File: config.mk
export PLATFORM = sky130hd
export DESIGN_NAME = softmax_div_feeder
export DESIGN_NICKNAME = d
export VERILOG_FILES = /design/src/rtl/softmax_div_feeder.sv
export SDC_FILE = /design/constraint.sdc
export NUM_CORES = 1
export LEC_CHECK = 0
export ABC_AREA = 1
export CAP_MARGIN = 20
export CORE_ASPECT_RATIO = 1.25
export CORE_UTILIZATION = 30
export CTS_BUF_LIST = sky130_fd_sc_hd__clkbuf_8
export DETAILED_ROUTE_END_ITERATION = 10
export PLACE_DENSITY = 0.56
export SLEW_MARGIN = 10
export SYNTH_ARGS = -nofsm -noshare
export SYNTH_HDL_FRONTEND = slang
export SYNTH_SLANG_ARGS = --single-unit
File: constraint.sdc
create_clock -name clk -period 2.95 [get_ports clk]
set_input_delay 0.59 -clock clk [delete_from_list [all_inputs] [get_ports clk]]
set_output_delay 0.59 -clock clk [all_outputs]
set_load 0.1 [all_outputs]
File: src/rtl/softmax_div_feeder.sv
// softmax_div_feeder: buffers one node's exponentiated scores and their sum.
// It then streams (exp_i, sum) pairs into fxp_div_pipe, one pair per cycle.
// A tag pipeline matched to the divider latency qualifies the divider's
// un-handshaked output stream for the downstream consumer.
module softmax_div_feeder #(
  parameter int DW      = 16,
  parameter int DEPTH   = 16,
  parameter int CW      = 4,
  parameter int SUMW    = DW + CW,
  parameter int DIV_LAT = 19
) (
  input  logic            clk,
  input  logic            rstn,
  input  logic            in_valid,
  output logic            in_ready,
  input  logic [DW-1:0]   in_data,
  input  logic            in_last,
  output logic [DW:0]     div_dividend,
  output logic [SUMW:0]   div_divisor,
  output logic            div_valid,
  output logic            out_valid,
  output logic [CW-1:0]   out_idx,
  output logic            out_last,
  output logic            busy,
  output logic            err_ovf
);

  typedef enum logic {ACCUM, ISSUE} state_t;

  localparam logic [CW:0] DEPTH_C = (CW+1)'(DEPTH);
  localparam logic [CW:0] ONE_C   = (CW+1)'(1);

  state_t                        state_q, state_d;
  logic [CW:0]                   wr_cnt_q, wr_cnt_d;
  logic [CW:0]                   n_elem_q, n_elem_d;
  logic [CW-1:0]                 rd_ptr_q, rd_ptr_d;
  logic [SUMW-1:0]               sum_q, sum_d;
  logic                          err_ovf_q, err_ovf_d;
  logic [DW:0]                   dvd_q, dvd_d;
  logic [SUMW:0]                 dvs_q, dvs_d;
  logic                          div_valid_q, div_valid_d;
  logic [CW-1:0]                 tag_idx_q, tag_idx_d;
  logic                          tag_last_q, tag_last_d;
  logic [DIV_LAT-1:0]            pv_q, pv_d;
  logic [DIV_LAT-1:0][CW-1:0]    pidx_q, pidx_d;
  logic [DIV_LAT-1:0]            plast_q, plast_d;
  logic [DW-1:0]                 mem_q [DEPTH];

  logic                          hs;
  logic                          store;
  logic [SUMW:0]                 sum_ext;

  // Next-state logic for the accumulate/issue controller and its datapath
  always_comb begin
    state_d     = state_q;
    wr_cnt_d    = wr_cnt_q;
    n_elem_d    = n_elem_q;
    rd_ptr_d    = rd_ptr_q;
    sum_d       = sum_q;
    err_ovf_d   = err_ovf_q;
    dvd_d       = dvd_q;
    dvs_d       = dvs_q;
    div_valid_d = 1'b0;
    tag_idx_d   = tag_idx_q;
    tag_last_d  = tag_last_q;

    hs      = in_valid && (state_q == ACCUM);
    store   = hs && (wr_cnt_q < DEPTH_C);
    // One extra bit catches overflow; it can only fire if DW grows without SUMW
    sum_ext = {1'b0, sum_q} + {{(SUMW+1-DW){1'b0}}, in_data};

    case (state_q)
      ACCUM: begin
        if (hs) begin
          if (store) begin
            wr_cnt_d = wr_cnt_q + ONE_C;
            sum_d    = sum_ext[SUMW] ? {SUMW{1'b1}} : sum_ext[SUMW-1:0];
          end else begin
            err_ovf_d = 1'b1;
          end
          if (in_last) begin
            state_d  = ISSUE;
            n_elem_d = store ? (wr_cnt_q + ONE_C) : wr_cnt_q;
            rd_ptr_d = '0;
          end
        end
      end
      ISSUE: begin
        dvd_d       = {1'b0, mem_q[rd_ptr_q]};
        // The divider must never see a zero divisor; an all-zero node divides by 1
        dvs_d       = {1'b0, (sum_q == '0) ? SUMW'(1) : sum_q};
        div_valid_d = 1'b1;
        tag_idx_d   = rd_ptr_q;
        tag_last_d  = ({1'b0, rd_ptr_q} == (n_elem_q - ONE_C));
        rd_ptr_d    = rd_ptr_q + 1'b1;
        if (tag_last_d) begin
          wr_cnt_d = '0;
          sum_d    = '0;
          state_d  = ACCUM;
        end
      end
      default: state_d = ACCUM;
    endcase

    pv_d    = {pv_q[DIV_LAT-2:0], div_valid_q};
    pidx_d  = {pidx_q[DIV_LAT-2:0], tag_idx_q};
    plast_d = {plast_q[DIV_LAT-2:0], div_valid_q & tag_last_q};
  end

  // Controller, divider-facing registers and tag pipeline; reset flushes everything in flight
  always_ff @(posedge clk or negedge rstn) begin
    if (!rstn) begin
      state_q     <= ACCUM;
      wr_cnt_q    <= '0;
      n_elem_q    <= '0;
      rd_ptr_q    <= '0;
      sum_q       <= '0;
      err_ovf_q   <= 1'b0;
      dvd_q       <= '0;
      dvs_q       <= '0;
      div_valid_q <= 1'b0;
      tag_idx_q   <= '0;
      tag_last_q  <= 1'b0;
      pv_q        <= '0;
      pidx_q      <= '0;
      plast_q     <= '0;
    end else begin
      state_q     <= state_d;
      wr_cnt_q    <= wr_cnt_d;
      n_elem_q    <= n_elem_d;
      rd_ptr_q    <= rd_ptr_d;
      sum_q       <= sum_d;
      err_ovf_q   <= err_ovf_d;
      dvd_q       <= dvd_d;
      dvs_q       <= dvs_d;
      div_valid_q <= div_valid_d;
      tag_idx_q   <= tag_idx_d;
      tag_last_q  <= tag_last_d;
      pv_q        <= pv_d;
      pidx_q      <= pidx_d;
      plast_q     <= plast_d;
    end
  end

  // Element buffer; contents are don't-care after reset so it carries no reset
  always_ff @(posedge clk) begin
    if (store) mem_q[wr_cnt_q[CW-1:0]] <= in_data;
  end

  assign in_ready     = (state_q == ACCUM);
  assign div_dividend = dvd_q;
  assign div_divisor  = dvs_q;
  assign div_valid    = div_valid_q;
  assign out_valid    = pv_q[DIV_LAT-1];
  assign out_idx      = pidx_q[DIV_LAT-1];
  assign out_last     = plast_q[DIV_LAT-1];
  assign busy         = (state_q == ISSUE) || div_valid_q || (|pv_q);
  assign err_ovf      = err_ovf_q;

endmodule

# [Word level (Yosys, flattened, before mapping)]
# Memory sizes are Yosys's and may differ from the RTL's. A register that Yosys moved wholly into a read port is not among the register bits.
# Cells that the tools add are included.
[op_classes] shift=0 n_div=0 muxes=20 multipliers=0 n_lt_le_gt_ge=1 eq_ne=5 add_sub_neg=4 reduce_logical=12 n_bitwise=3
[ops] op="$mux 20" count=5
[ops] op="$pmux 20 s2" count=1
[ops] op="$add 20x16->21" count=1
[ops] op="$logic_not 20->1" count=1
[ops] op="$reduce_or 19->1" count=1
[ops] op="$mux 5" count=3
[ops] op="$pmux 5 s2" count=1
[ops] op="$reduce_and 3->1" count=3
[ops] op="$mux 4" count=2
[ops] op="$ne 2x1->1 const B" count=4
[ops] op="$pmux 4 s2" count=1
[ops] op="$mux 1" count=6
[ops] op="$add 5x1->5 const B" count=1
[ops] op="$eq 4x5->1" count=1
[ops] op="$lt 5x5->1 const B" count=1
[ops] op="$sub 5x1->5 const B" count=1
[ops] op="$add 4x1->4 const B" count=1
[ops] op="$reduce_and 2->1" count=2
[ops] op="$logic_and 1x1->1" count=2
[ops] op="$logic_or 1x1->1" count=2
[ops] op="$not 1->1" count=2
[ops] op="$pmux 1 s2" count=1
[ops] op="$and 1x1->1" count=1
[ops] op="$logic_not 1->1" count=1
[word_totals] mem_bits_ro=0 input_bits=20 ff_bits=176 output_inout_bits=48 latch_bits=0 ramBits=256 wordCells=77 mem_count=1
[memory_table] memory="mem_q" words=16 width=16 rd=1 rd_clocked_by_memory_dff=1 write_ports=1 line="47" rtl="logic [DW-1:0] mem_q [DEPTH];"

# [Depth between registers and ports, before layout]
# Gate-level depths: netlist (run 1).
[depth] word_depth=6 ltp_mapped=13 ltp_nobuf=13

# [Least setup slack after synthesis (run 1)]
# Ideal clock, no wire load.
[synth_timing] kind="flip-flop to output port" from="register pv_q[18]" to="output busy" stages_incl_launch_ff=3 required_time_ps=2360 n_path_buf=0 path_slack_ps=348 t_arrival_ps=2012 cell_sequence="dfrtp_1 -> nor4_1 -> nand4_1"
[synth_via] elab_chain_cells=2
[synth_lines] element="start, declared" line="44" rtl="logic [DIV_LAT-1:0] pv_q, pv_d;"
[synth_lines] element="start signal, assigned" line="139" rtl="pv_q <= pv_d;"
[synth_lines] element="$reduce_or 19->1" line="157" rtl="assign busy = (state_q == ISSUE) || div_valid_q || (|pv_q);"
[synth_lines] element="$logic_or 1x1->1" line="157"
[synth_lines] element="end, declared" line="24" rtl="output logic busy,"
# No other way between the ends.

# [Worst setup path in the final report (run 1)]
[layout_timing] from="register pv_q[1]" to="output busy"
# The elaborated chain is that of the path after synthesis.

==> summary.md, run 1 <==
| Metric | Value |
|---|---|
| Status | `completed` |
| Vias per cell | `~4.7` |
| Worst-Margin Slew | `~0.65 ns` |
| Fillers | `5558` |
| Async SR Flop Fraction | `between 40 and 50%` |
| Clock share of power | `23.9%` |
| Max_cap viols | `0` |
| Max-slew violations | `0` |
| Total congestion overflow | `0` |
| Seq/Total Area, Yosys | `a little under three quarters` |
| PwrDens | `between 1000 and 1500 nW/um^2` |
| Initial DRC Count | `roughly 720` |
| Worst endpoint data arrival time | `about 2.2 ns` |
| WL/cell | `approximately 19 um` |
| Setup WS post-layout | `0.1975 ns` |
| PortBufs | `65` |
| Leak | `8.246 nW` |
| Largest stage delay, worst path | `between 0.5 and 0.6 ns` |
| Setup violations, final | `0` |
| NetSw | `around 8.6 mW` |
| CTS H-Tree Depth | `3` |
| Post-synth cell types | `40` |
| Gpl congestion | `around 0.87` |
| Core Region | `between 50000 and 60000 um^2` |
| Fmax | `363.3 MHz` |
| Clk Latency, worst-skew pair | `~0.64 ns` |
| CTS tree | `built` |
| CTS root buf | `clkbuf_8` |
| DP HPWL | `about 27000 um` |
| Post-CTS Resized | `0` |
| CTS max path bufs | `3` |
| Worst Path Buf+Inv | `1` |
| Final hold viol count | `0` |
| Crit Path Category | `reg2out` |
| RSZ-0062 raised after global routing | `false` |
| First-pass GRT wire length | `68250 um` |
| Sequential Power Share | `around two fifths` |
| Final setup TNS | `0 ns` |
| Nets@finish | `approximately 1.6k` |
| Hold Path Class | `reg2reg` |
| DR WL met3 | `~2000 um` |
| Crit-path cells | `or4_1 -> nor3_1 -> nand4_1 -> buf_12` |
| Layout cells sized above 1 | `roughly 14%` |
| Yosys reg bits | `448` |
| CP Capture Type | `output port` |
| Die width | `between 200 and 250 um` |
| CP Launch Type | `register` |
| Cell family with most CP delay | `simple AND/OR/NAND/NOR gates` |
| Antenna violations before repair | `2` |
| CTS buffer count | `72` |
| Slowest CP cell | `or4_1` |
| Vias | `about 11k` |
| Ys flop type | `edfxtp_1` |
| Top Layer Used | `met4` |
| Metal-1 WL | `about 17000 um` |
| Synth-to-layout area growth | `17.51%` |
| Post-synth EDFFs | `between 200 and 300` |
| Worst-path maximum fanout | `2` |
| Row cnt | `98` |
| DIE HEIGHT | `~270 um` |
| R2R Setup Slk | `0.81 ns` |
| GRT Total Usage | `between 15 and 20%` |
| Largest net degree at the start of global routing | `between 100 and 150` |
| Worst EP required | `between 2 and 2.5 ns` |
| Drt first pass iters | `6` |
| DIE AREA | `58990 um^2` |
| Power Total | `21.02 mW` |
| Clock-pin slew on the worst setup and hold paths | `approximately 0.060 ns` |
| Clk sinks | `448` |
| Post-route DRC | `0` |
| Via count of the first global-routing pass | `approximately 12k` |
| Comb pwr share | `between 30 and 40%` |
| ANT nets after route | `0` |
| Slew headroom | `a little under three fifths` |
| Synthesized area | `roughly 17000 um^2` |
| Period minus WS final | `roughly 2.8 ns` |
| VDD IR-drop max | `0.5684 mV` |
| Switching share of power | `between 40% and 50%` |
| Yosys Warn Count | `0` |
| Syn Area/Cell | `around 12 um^2` |
| WL final | `~45000 um` |
| I/O pins | `68` |
| Starting Density | `a little over 30%` |
| Setup Fix Bufs, Post-CTS | `0` |
| Final clock skew | `approximately 0.018 ns` |
| WL met2 | `~24000 um` |
| Final Cycle Share | `just over 90%` |
| Internal power | `about 12 mW` |
| Dpl ws | `0.1237 ns` |
| Mapped Cells | `around 1.4k` |
==> stage by stage <==
step	util [%]	cell area (um^2)	cells	hold WS, ns
after detailed placement	33.32	19080	2255	0.3347
after CTS	35.71	20450	2386	0.3463
after global routing	35.72	20450	2387	0.3476
final	35.72	20450	2387	0.3406
after global placement	33.32	19080	2255	0.3315
after floorplan	-	17410	1446	0.2944
==> power by group through the flow <==
| stage | clock network, mW | registers (mW) | logic, mW |
|---|---|---|---|
| after floorplan | 0 | 10.2 | 3.76 |
| after global placement | 0 | 8.58 | 7.49 |
| after global routing | 5.47 | 8.59 | 8.22 |
| final | 5.03 | 8.46 | 7.53 |
| after detailed placement | 0 | 8.61 | 7.59 |
| after CTS | 5.20 | 8.49 | 7.61 |
==> worst paths after layout <==
| path | startpoint | end | depth (start not counted) |
|---|---|---|---|
| setup / recovery | pv_q[1] | busy | 4 |
| hold / removal | pidx_d[28] | pidx_d[32] | 0 |
| setup reg to reg | sum_q[0] | sum_q[2] | 12 |
| hold reg to reg | pidx_d[28] | pidx_d[32] | 0 |
| max in group asynchronous | rstn | sum_q[3] | 3 |
| min in group asynchronous | rstn | div_dividend[9] | 2 |
==> registers in the layout, summed over array words and instances, names as in the netlist, 4 cells and up <==
signal	count
div_divisor	20
sum_q	20
rd_ptr_q	4
div_dividend	16
out_idx	4
pidx_d	72
n_elem_q	5
tag_idx_q	4
pv_q	19
plast_q	19
mem_q	256
wr_cnt_q	5
==> per-layer routing <==
metal	global-route usage, %	vias to the layer above
met3	3.204	112
met2	28.41	280
li1	-	5310
met4	7.839	0
met1	16.71	5597
met5	0	-
==> timing repair <==
action | CTS | global route
hold buffers | 1 | 0
endpoints found under the hold margin | 64 | 0
endpoints found under the setup margin | 0 | 0
==> placed cells by master (no fill, tap or decap), drive strengths merged, types with 2 or more instances in the layout <==
master / n
clkbuf: 80
nor4: 7
nand3b: 2
nor3: 4
nand4: 7
o211ai: 33
ha: 22
edfxtp: 256
buf: 109
o21ai: 155
o221ai: 31
o22ai: 3
nand2: 210
xnor2: 6
nand3: 94
dfrtp: 192
a31oi: 11
conb: 2
xor2: 6
inv: 118
a21oi: 19
clkdlybuf4s50: 18
clkinv: 12
nor2: 231
==> cell usage after synthesis (all sizes together), types with 2 or more instances <==
cell type	instances	area [um^2]
nand4	7	43.79
nor3	4	36.29
a21oi	19	95.09
o221ai	31	271.5
a31oi	11	68.82
inv	81	304.0
buf	45	271.5
nand3	94	500.5
o22ai	3	18.77
o211ai	33	247.7
ha	22	275.3
edfxtp	256	7687
nand3b	2	15.01
nor4	7	50.05
clkbuf	24	100.1
xnor2	6	52.55
dfrtp	192	4805
xor2	6	52.55
nand2	210	805.8
nor2	231	874.6
o21ai	155	775.8
==> worst register-to-register path, cell delays in order (launching register included) <==
cell and delay (ns):
dfrtp_1 0.43, ha_1 0.25, fa_1 0.39, nand2_1 0.10, nand3_2 0.07, nand3_1 0.09
nand2_2 0.08, nand3_2 0.07, nand2_2 0.09, nand2_4 0.21, o21ai_0 0.12, nand2_1 0.07
nand2_1 0.04
==> cells by family after synthesis <==
group | Yosys count | synth area share [%]
AO/OA/AOI/OAI | 253 | 8.534
XOR/XNOR | 12 | 0.6039
adder cells (fa/ha/maj) | 23 | 1.697
buffers and inverters | 150 | 3.882
flip-flops | 448 | 71.78
other | 1 | 0.02155
AND/OR/NAND/NOR | 558 | 13.49
==> cell type report <==
class	instances	area, um^2	area share, %
clock inverter	51	274.0	1.340
clock buffer	79	1087	5.316
timing repair buffer	129	1110	5.426
sequential	448	12500	61.10
antenna	1	2.502	0.01224
inverter	81	304.0	1.487
multi-input combinational	848	4240	20.73
tap	750	938.4	4.588
No activity file was read; power rests on OpenSTA's default activity.
==> run 2: changes to the inputs <==
- PLACE_DENSITY: 0.56 -> 0.58
- clock period: 2.95 -> 2.38 ns (I/O delays scaled with it)
==> run 2 against run 1 <==
Compared with the run above: flip-flop and latch count unchanged; critical path type unchanged; design area increased by 2.3%; highest routed layer unchanged; critical endpoint unchanged; register-to-register slack got worse by 0.50 ns; the run now ends with setup timing left; clock skew increased by 0.0071 ns; critical path depth unchanged; non-clock buffer count increased by 32; clock-buffer cell count increased by 6; clock power increased by 30%; combinational power increased by 28%; power increased by 27%; core utilization increased by 0.84 points; sequential power increased by 23%.
==> summary.md, run 2 (synthesis results as in run 1) <==
| Metric | Value |
|---|---|
| Nets@finish | `1655 (was 1623)` |
| Vias | `11.39k (was 11.30k)` |
| PwrDens | `1271 nW/um^2 (was 1028 nW/um^2)` |
| Post-layout util | `36.55% (was 35.72%)` |
| CP Capture Type | `output port (unchanged)` |
| Worst Path Buf+Inv | `1 (unchanged)` |
| Switching share of power | `40.25% (was 41.12%)` |
| CP Launch Type | `register (unchanged)` |
| Die width | `217.4 um (unchanged)` |
| Max reg flops | `256 (unchanged)` |
| DP HPWL | `27290 um (was 27360 um)` |
| CTS root buf | `clkbuf_8 (unchanged)` |
| CTS H-Tree Depth | `3 (unchanged)` |
| Largest net degree at the start of global routing | `98 (was 129)` |
| Sequential Power Share | `39.1% (was 40.3%)` |
| WL/cell | `17.94 um (was 18.80 um)` |
| Final hold viol count | `0 (unchanged)` |
| Slowest CP cell | `or4_4 (was or4_1)` |
| Setup Fix Bufs, Post-CTS | `0 (unchanged)` |
| R2R cell count | `12 (unchanged)` |
| Clock-pin slew on the worst setup and hold paths | `0.06 ns (about the same)` |
| DP Area | `19460 um^2 (was 19080 um^2)` |
| Non-Filler Instances | `2421 (was 2387)` |
| Slew headroom | `57.50% (was 56.40%)` |
| Setup WS post-layout | `-0.1495 ns (was 0.1975 ns)` |
| Starting Density | `30.39% (unchanged)` |
| Most common cell after layout, fill and taps aside | `edfxtp_1 (unchanged)` |
| GRT Total Usage | `15.02% (was 15.51%)` |
| ANT nets after route | `0 (unchanged)` |
| WL final | `43430 um (was 44860 um)` |
| Fmax | `just under 400 MHz` |
| CTS buffer count | `72 (unchanged)` |
| Max-slew violations | `0 (unchanged)` |
| NetSw | `10.71 mW (was 8.643 mW)` |
| Worst endpoint data arrival time | `2.05 ns (was 2.16 ns)` |
| Drt first pass iters | `5 (was 6)` |
| Comb pwr share | `36.3% (was 35.8%)` |
| R2R Setup Slk | `0.31 ns (was 0.81 ns)` |
| Worst setup path startpoint | `pv_q[1] (unchanged)` |
| Crit. path cell count | `4 (unchanged)` |
| DIE AREA | `58990 um^2 (unchanged)` |
| Internal power | `15.90 mW (was 12.38 mW)` |
| Row cnt | `98 (unchanged)` |
| DP Cell Count | `2287 (was 2255)` |
| I/O pins | `68 (unchanged)` |
| Final Cycle Share | `106.3%` |
| Most frequent cells in the layout | `256 x edfxtp_1, 230 x nor2_1, 205 x nand2_1 (unchanged)` |
| Power Total | `26.61 mW (was 21.02 mW)` |
| Cell family with most CP delay | `simple AND/OR/NAND/NOR gates (unchanged)` |
| RSZ-0062 raised after global routing | `true (was false)` |
| Crit-path cells | `or4_4 -> nor3_4 -> nand4_1 -> buf_12 (was or4_1 -> nor3_1 -> nand4_1 -> buf_12)` |
| Worst EP required | `1.90 ns (was 2.36 ns)` |
| Worst R2R Start | `sum_q[0] (unchanged)` |
| Worst-path maximum fanout | `2 (unchanged)` |
| Clock share of power | `24.6% (was 23.9%)` |
| PortBufs | `65 (unchanged)` |
| Period minus WS final | `around 2.5 ns` |
| Clk sinks | `448 (unchanged)` |
| Crit Path Category | `reg2out (unchanged)` |
| Antenna violations before repair | `1 (was 2)` |
| Finished Cell Area | `20930 um^2 (was 20450 um^2)` |
| Synth-to-layout area growth | `20.27% (was 17.51%)` |
| Status | `complete, but fails checks (was completed)` |
| DIE HEIGHT | `271.3 um (unchanged)` |
| Final clock skew | `0.02562 ns (was 0.01848 ns)` |
| Initial DRC Count | `876 (was 721)` |
| Reg2reg end | `sum_q[2] (unchanged)` |
| Leak | `8.436 nW (was 8.246 nW)` |
| Post-route DRC | `0 (unchanged)` |
| First-pass GRT wire length | `67080 um (was 68250 um)` |
| CTS tree | `built (unchanged)` |
| Core Region | `57260 um^2 (unchanged)` |
| Setup violations, final | `1 (was 0)` |
| VDD IR-drop max | `1.161 mV (was 0.5684 mV)` |
| Max_cap viols | `0 (unchanged)` |
| CTS max path bufs | `3 (unchanged)` |
| Hold Path Class | `reg2reg (unchanged)` |
| Clk Latency, worst-skew pair | `0.63 ns (was 0.64 ns)` |
| Layout cells sized above 1 | `16.17% (was 13.51%)` |
| Gpl congestion | `0.8242 (was 0.8676)` |
| Via count of the first global-routing pass | `11.64k (was 11.70k)` |
| Vias per cell | `4.705 (was 4.734)` |
| Worst-Margin Slew | `0.6368 ns (was 0.6540 ns)` |
| Total congestion overflow | `0 (unchanged)` |
| Largest stage delay, worst path | `0.54 ns (was 0.51 ns)` |
| Critical Path End | `busy (unchanged)` |
| Violations in the final reports | `setup timing` |
-- run 2: layer usage --
layer  vias up  share of wire (%)  GRT usage [%]  wire [um]
li1       5383                  -              -          -
met1      5680                 40          17.51      17460
met2       250                 53          26.99      22940
met3        77                3.8          2.364       1659
met4         0                3.1          6.616       1363
met5         -                  0              0          0
-- run 2: per-stage QoR --
step / setup WS [ns] / hold WS, ns / setup TNS [ns]
floorplan: -0.003143 / 0.1804 / -0.003143
global placement: -0.3957 / 0.3320 / -6.563
detailed placement: -0.4343 / 0.3347 / -7.352
CTS: -0.2261 / 0.3284 / -0.2261
global route: -0.2688 / 0.3436 / -0.2688
finish: -0.1495 / 0.3301 / -0.1495
-- run 2: cell type report --
class                   instances  area (um^2)
repair buffers                161         1488
well taps                     750        938.4
flip-flops and latches        448        12500
diodes                          1        2.502
clock inverters                47        275.3
clock buffers                  85         1170
multi-input cells             848         4255
inverters                      81        304.0
fillers                      5505        36330
-- run 2: power by group through the flow --
| stage | sequential, mW | combinational (mW) | clock, mW |
|---|---|---|---|
| after CTS | 10.4 | 9.75 | 6.74 |
| after global routing | 10.6 | 10.6 | 7.11 |
| after detailed placement | 10.6 | 9.74 | 0 |
| final | 10.4 | 9.66 | 6.54 |
| after global placement | 10.5 | 9.62 | 0 |
| after floorplan | 12.6 | 4.66 | 0 |
-- run 2: worst min path at each step --
| stage | start | endpoint | slack [ns] | cells after the start |
|---|---|---|---|---|
| floorplan | rstn | div_dividend[0] | 0.18 | 0 |
| global placement | pidx_d[12] | pidx_d[16] | 0.33 | 0 |
| detailed placement | pidx_d[12] | pidx_d[16] | 0.33 | 0 |
| CTS | rstn | div_dividend[2] | 0.33 | 2 |
| global route | pidx_d[4] | pidx_d[8] | 0.34 | 0 |
| finish | pidx_d[4] | pidx_d[8] | 0.33 | 0 |
-- run 2: what timing repair did --
| item | in CTS | in global routing |
|---|---|---|
| setup endpoints to repair | 1 | 1 |
| hold buffers | 1 | 0 |
| endpoints found under the hold margin | 31 | 0 |
| gates resized for setup | 1 | 2 |
==> run 3: changes to the inputs <==
- PLACE_DENSITY: 0.58 -> 0.47
==> run 3 against run 2 <==
Compared with the run above: flip-flop and latch count unchanged; highest routed layer unchanged; power up 1.6%; fmax down 1.5%; routed wire length up 6.9%; the run still ends with setup timing left.
==> summary.md, run 3 (synthesis results as in run 1) <==
| Metric | Value |
|---|---|
| Worst-Margin Slew | `0.6300 ns (was 0.6368 ns)` |
| Max reg flops | `256 (unchanged)` |
| Most frequent cells in the layout | `256 x edfxtp_1, 222 x nor2_1, 205 x nand2_1 (was 256 x edfxtp_1, 230 x nor2_1, 205 x nand2_1)` |
| Vias | `11.46k (was 11.39k)` |
| WHS Path Cells | `0 (unchanged)` |
| Hold wc startpoint | `pidx_d[64] (was pidx_d[4])` |
| Most common cell after layout, fill and taps aside | `edfxtp_1 (unchanged)` |
| Worst-path maximum fanout | `2 (unchanged)` |
| Violations in the final reports | `setup timing (unchanged)` |
| Worst endpoint data arrival time | `2.09 ns (was 2.05 ns)` |
| Slowest CP cell | `or4_1 (was or4_4)` |
| Hold Path Sink | `pidx_d[68] (was pidx_d[8])` |
| Total congestion overflow | `0 (unchanged)` |
| Setup Fix Bufs, Post-CTS | `0 (unchanged)` |
| Clk Latency, worst-skew pair | `0.64 ns (was 0.63 ns)` |
| Max-slew violations | `0 (unchanged)` |
| GRT Total Usage | `16.01% (was 15.02%)` |
| CTS H-Tree Depth | `3 (unchanged)` |
| Core Region | `57260 um^2 (unchanged)` |
| Diodes inserted | `0 (was 1)` |
| R2R cell count | `12 (unchanged)` |
| Worst Path Buf+Inv | `1 (unchanged)` |
| RSZ-0062 raised after global routing | `true (unchanged)` |
| Die width | `217.4 um (unchanged)` |
| Largest stage delay, worst path | `0.53 ns (was 0.54 ns)` |
| Nets@finish | `1659 (was 1655)` |
| Synth-to-layout area growth | `21.11% (was 20.27%)` |
| VDD IR-drop max | `0.7071 mV (was 1.161 mV)` |
| ANT nets after route | `0 (unchanged)` |
| CTS tree | `built (unchanged)` |
| Cell family with most CP delay | `simple AND/OR/NAND/NOR gates (unchanged)` |
| Starting Density | `30.39% (unchanged)` |
| Post-layout util | `36.81% (was 36.55%)` |
| CP Capture Type | `output port (unchanged)` |
| Clock-pin slew on the worst setup and hold paths | `0.06 ns (about the same)` |
| Fmax | `389.3 MHz (was 395.3 MHz)` |
| DP HPWL | `28320 um (was 27290 um)` |
| Setup violations, final | `1 (unchanged)` |
| Clk sinks | `448 (unchanged)` |
| Crit Path Category | `reg2out (unchanged)` |
| Layout cells sized above 1 | `16.74% (was 16.17%)` |
| WL final | `46430 um (was 43430 um)` |
| Antenna violations before repair | `0 (was 1)` |
| Post-route DRC | `0 (unchanged)` |
| Final Cycle Share | `107.9% (was 106.3%)` |
| Final setup TNS | `-0.1889 ns (was -0.1495 ns)` |
| Vias per cell | `4.728 (was 4.705)` |
| Max_cap viols | `0 (unchanged)` |
| PortBufs | `65 (unchanged)` |
| Period minus WS final | `2.569 ns (was 2.529 ns)` |
| Gpl congestion | `0.8283 (was 0.8242)` |
| R2R Setup Slk | `0.31 ns (about the same)` |
| CTS root buf | `clkbuf_8 (unchanged)` |
| Non-Filler Instances | `2423 (was 2421)` |
| CTS max path bufs | `3 (unchanged)` |
| DIE AREA | `58990 um^2 (unchanged)` |
| First-pass GRT wire length | `70190 um (was 67080 um)` |
| Worst R2R Start | `sum_q[0] (unchanged)` |
| Crit-path cells | `or4_1 -> nor3_2 -> nand4_1 -> buf_12 (was or4_4 -> nor3_4 -> nand4_1 -> buf_12)` |
| Status | `complete, but fails checks (unchanged)` |
| Largest net degree at the start of global routing | `129 (was 98)` |
| Initial DRC Count | `811 (was 876)` |
| PwrDens | `1283 nW/um^2 (was 1271 nW/um^2)` |
| Slew headroom | `58.00% (was 57.50%)` |
| Final clock skew | `0.02308 ns (was 0.02562 ns)` |
| Via count of the first global-routing pass | `11.67k (was 11.64k)` |
| DP Cell Count | `2289 (was 2287)` |
| Reg2reg end | `sum_q[2] (unchanged)` |
| Hold Path Class | `reg2reg (unchanged)` |
| DIE HEIGHT | `271.3 um (unchanged)` |
| WL/cell | `19.16 um (was 17.94 um)` |
| Drt first pass iters | `5 (unchanged)` |
| Final hold viol count | `0 (unchanged)` |
| CTS buffer count | `74 (was 72)` |
| Setup WS post-layout | `-0.1889 ns (was -0.1495 ns)` |
| Row cnt | `98 (unchanged)` |
| I/O pins | `68 (unchanged)` |
| Leak | `8.507 nW (was 8.436 nW)` |
| CP Launch Type | `register (unchanged)` |
| Worst EP required | `1.90 ns (about the same)` |
## run 3: changes by cell type in the layout (fill, tap and decap cells not counted), sizes merged
cell / delta
clkinvlp: -3
buf: +3
diode: -1
inv: +8
clkbuf: -3
clkinv: -3
bufinv: +1
## run 3: through the flow
step	instance area, um^2	hold slack (ns)	setup slack (ns)	power, mW
finish	21080	0.3337	-0.1889	27.04
global placement	19570	0.3322	-0.3370	20.50
CTS	21070	0.3266	-0.2628	27.46
global route	21080	0.3368	-0.3062	28.66
floorplan	17410	0.1804	-0.003143	17.24
detailed placement	19570	0.3347	-0.3607	20.59
## run 3: worst max path at each step
stage / slack, ns / startpoint / endpoint / cells past startpoint
2_1_floorplan: -0.003 / pv_q[1] / busy / 3
3_3_place_gp: -0.34 / in_data[1] / sum_q[2] / 12
3_5_place_dp: -0.36 / in_data[1] / sum_q[2] / 12
4_1_cts: -0.26 / pv_q[1] / busy / 4
5_1_grt: -0.31 / pv_q[1] / busy / 4
6_report: -0.19 / pv_q[1] / busy / 4
## run 3: final cells by class
type	count	area, um^2
Clock buffer	83	1142
Fill cell	5576	36180
Tap cell	750	938.4
Multi-Input combinational cell	848	4265
Inverter	81	304.0
Clock inverter	50	346.6
Sequential cell	448	12500
Timing Repair Buffer	163	1583
## run 3: timing repair
item / CTS / global route
endpoints found under the setup margin: 1 / 2
gates resized for setup: 1 / 1
hold buffers: 1 / 0
hold endpoints to repair: 44 / 0
## run 3: report_power, final
part | total (mW) | switching [mW] | leakage [nW] | internal, mW
combinational | 9.85 | 6.98 | 3.00 | 2.87
clock | 6.74 | 3.15 | 0.860 | 3.59
sequential | 10.4 | 0.797 | 4.65 | 9.65
total | 27.0 | 10.9 | 8.51 | 16.1
## run 3: per-layer routing
metal  part of all wire [%]  GRT usage [%]  vias to the layer above
met4                    4.0          7.932                        0
met5                      0              0                        -
met3                    4.4          2.868                       91
met2                     52          28.38                      303
met1                     40          18.42                     5668
li1                       -              -                     5395
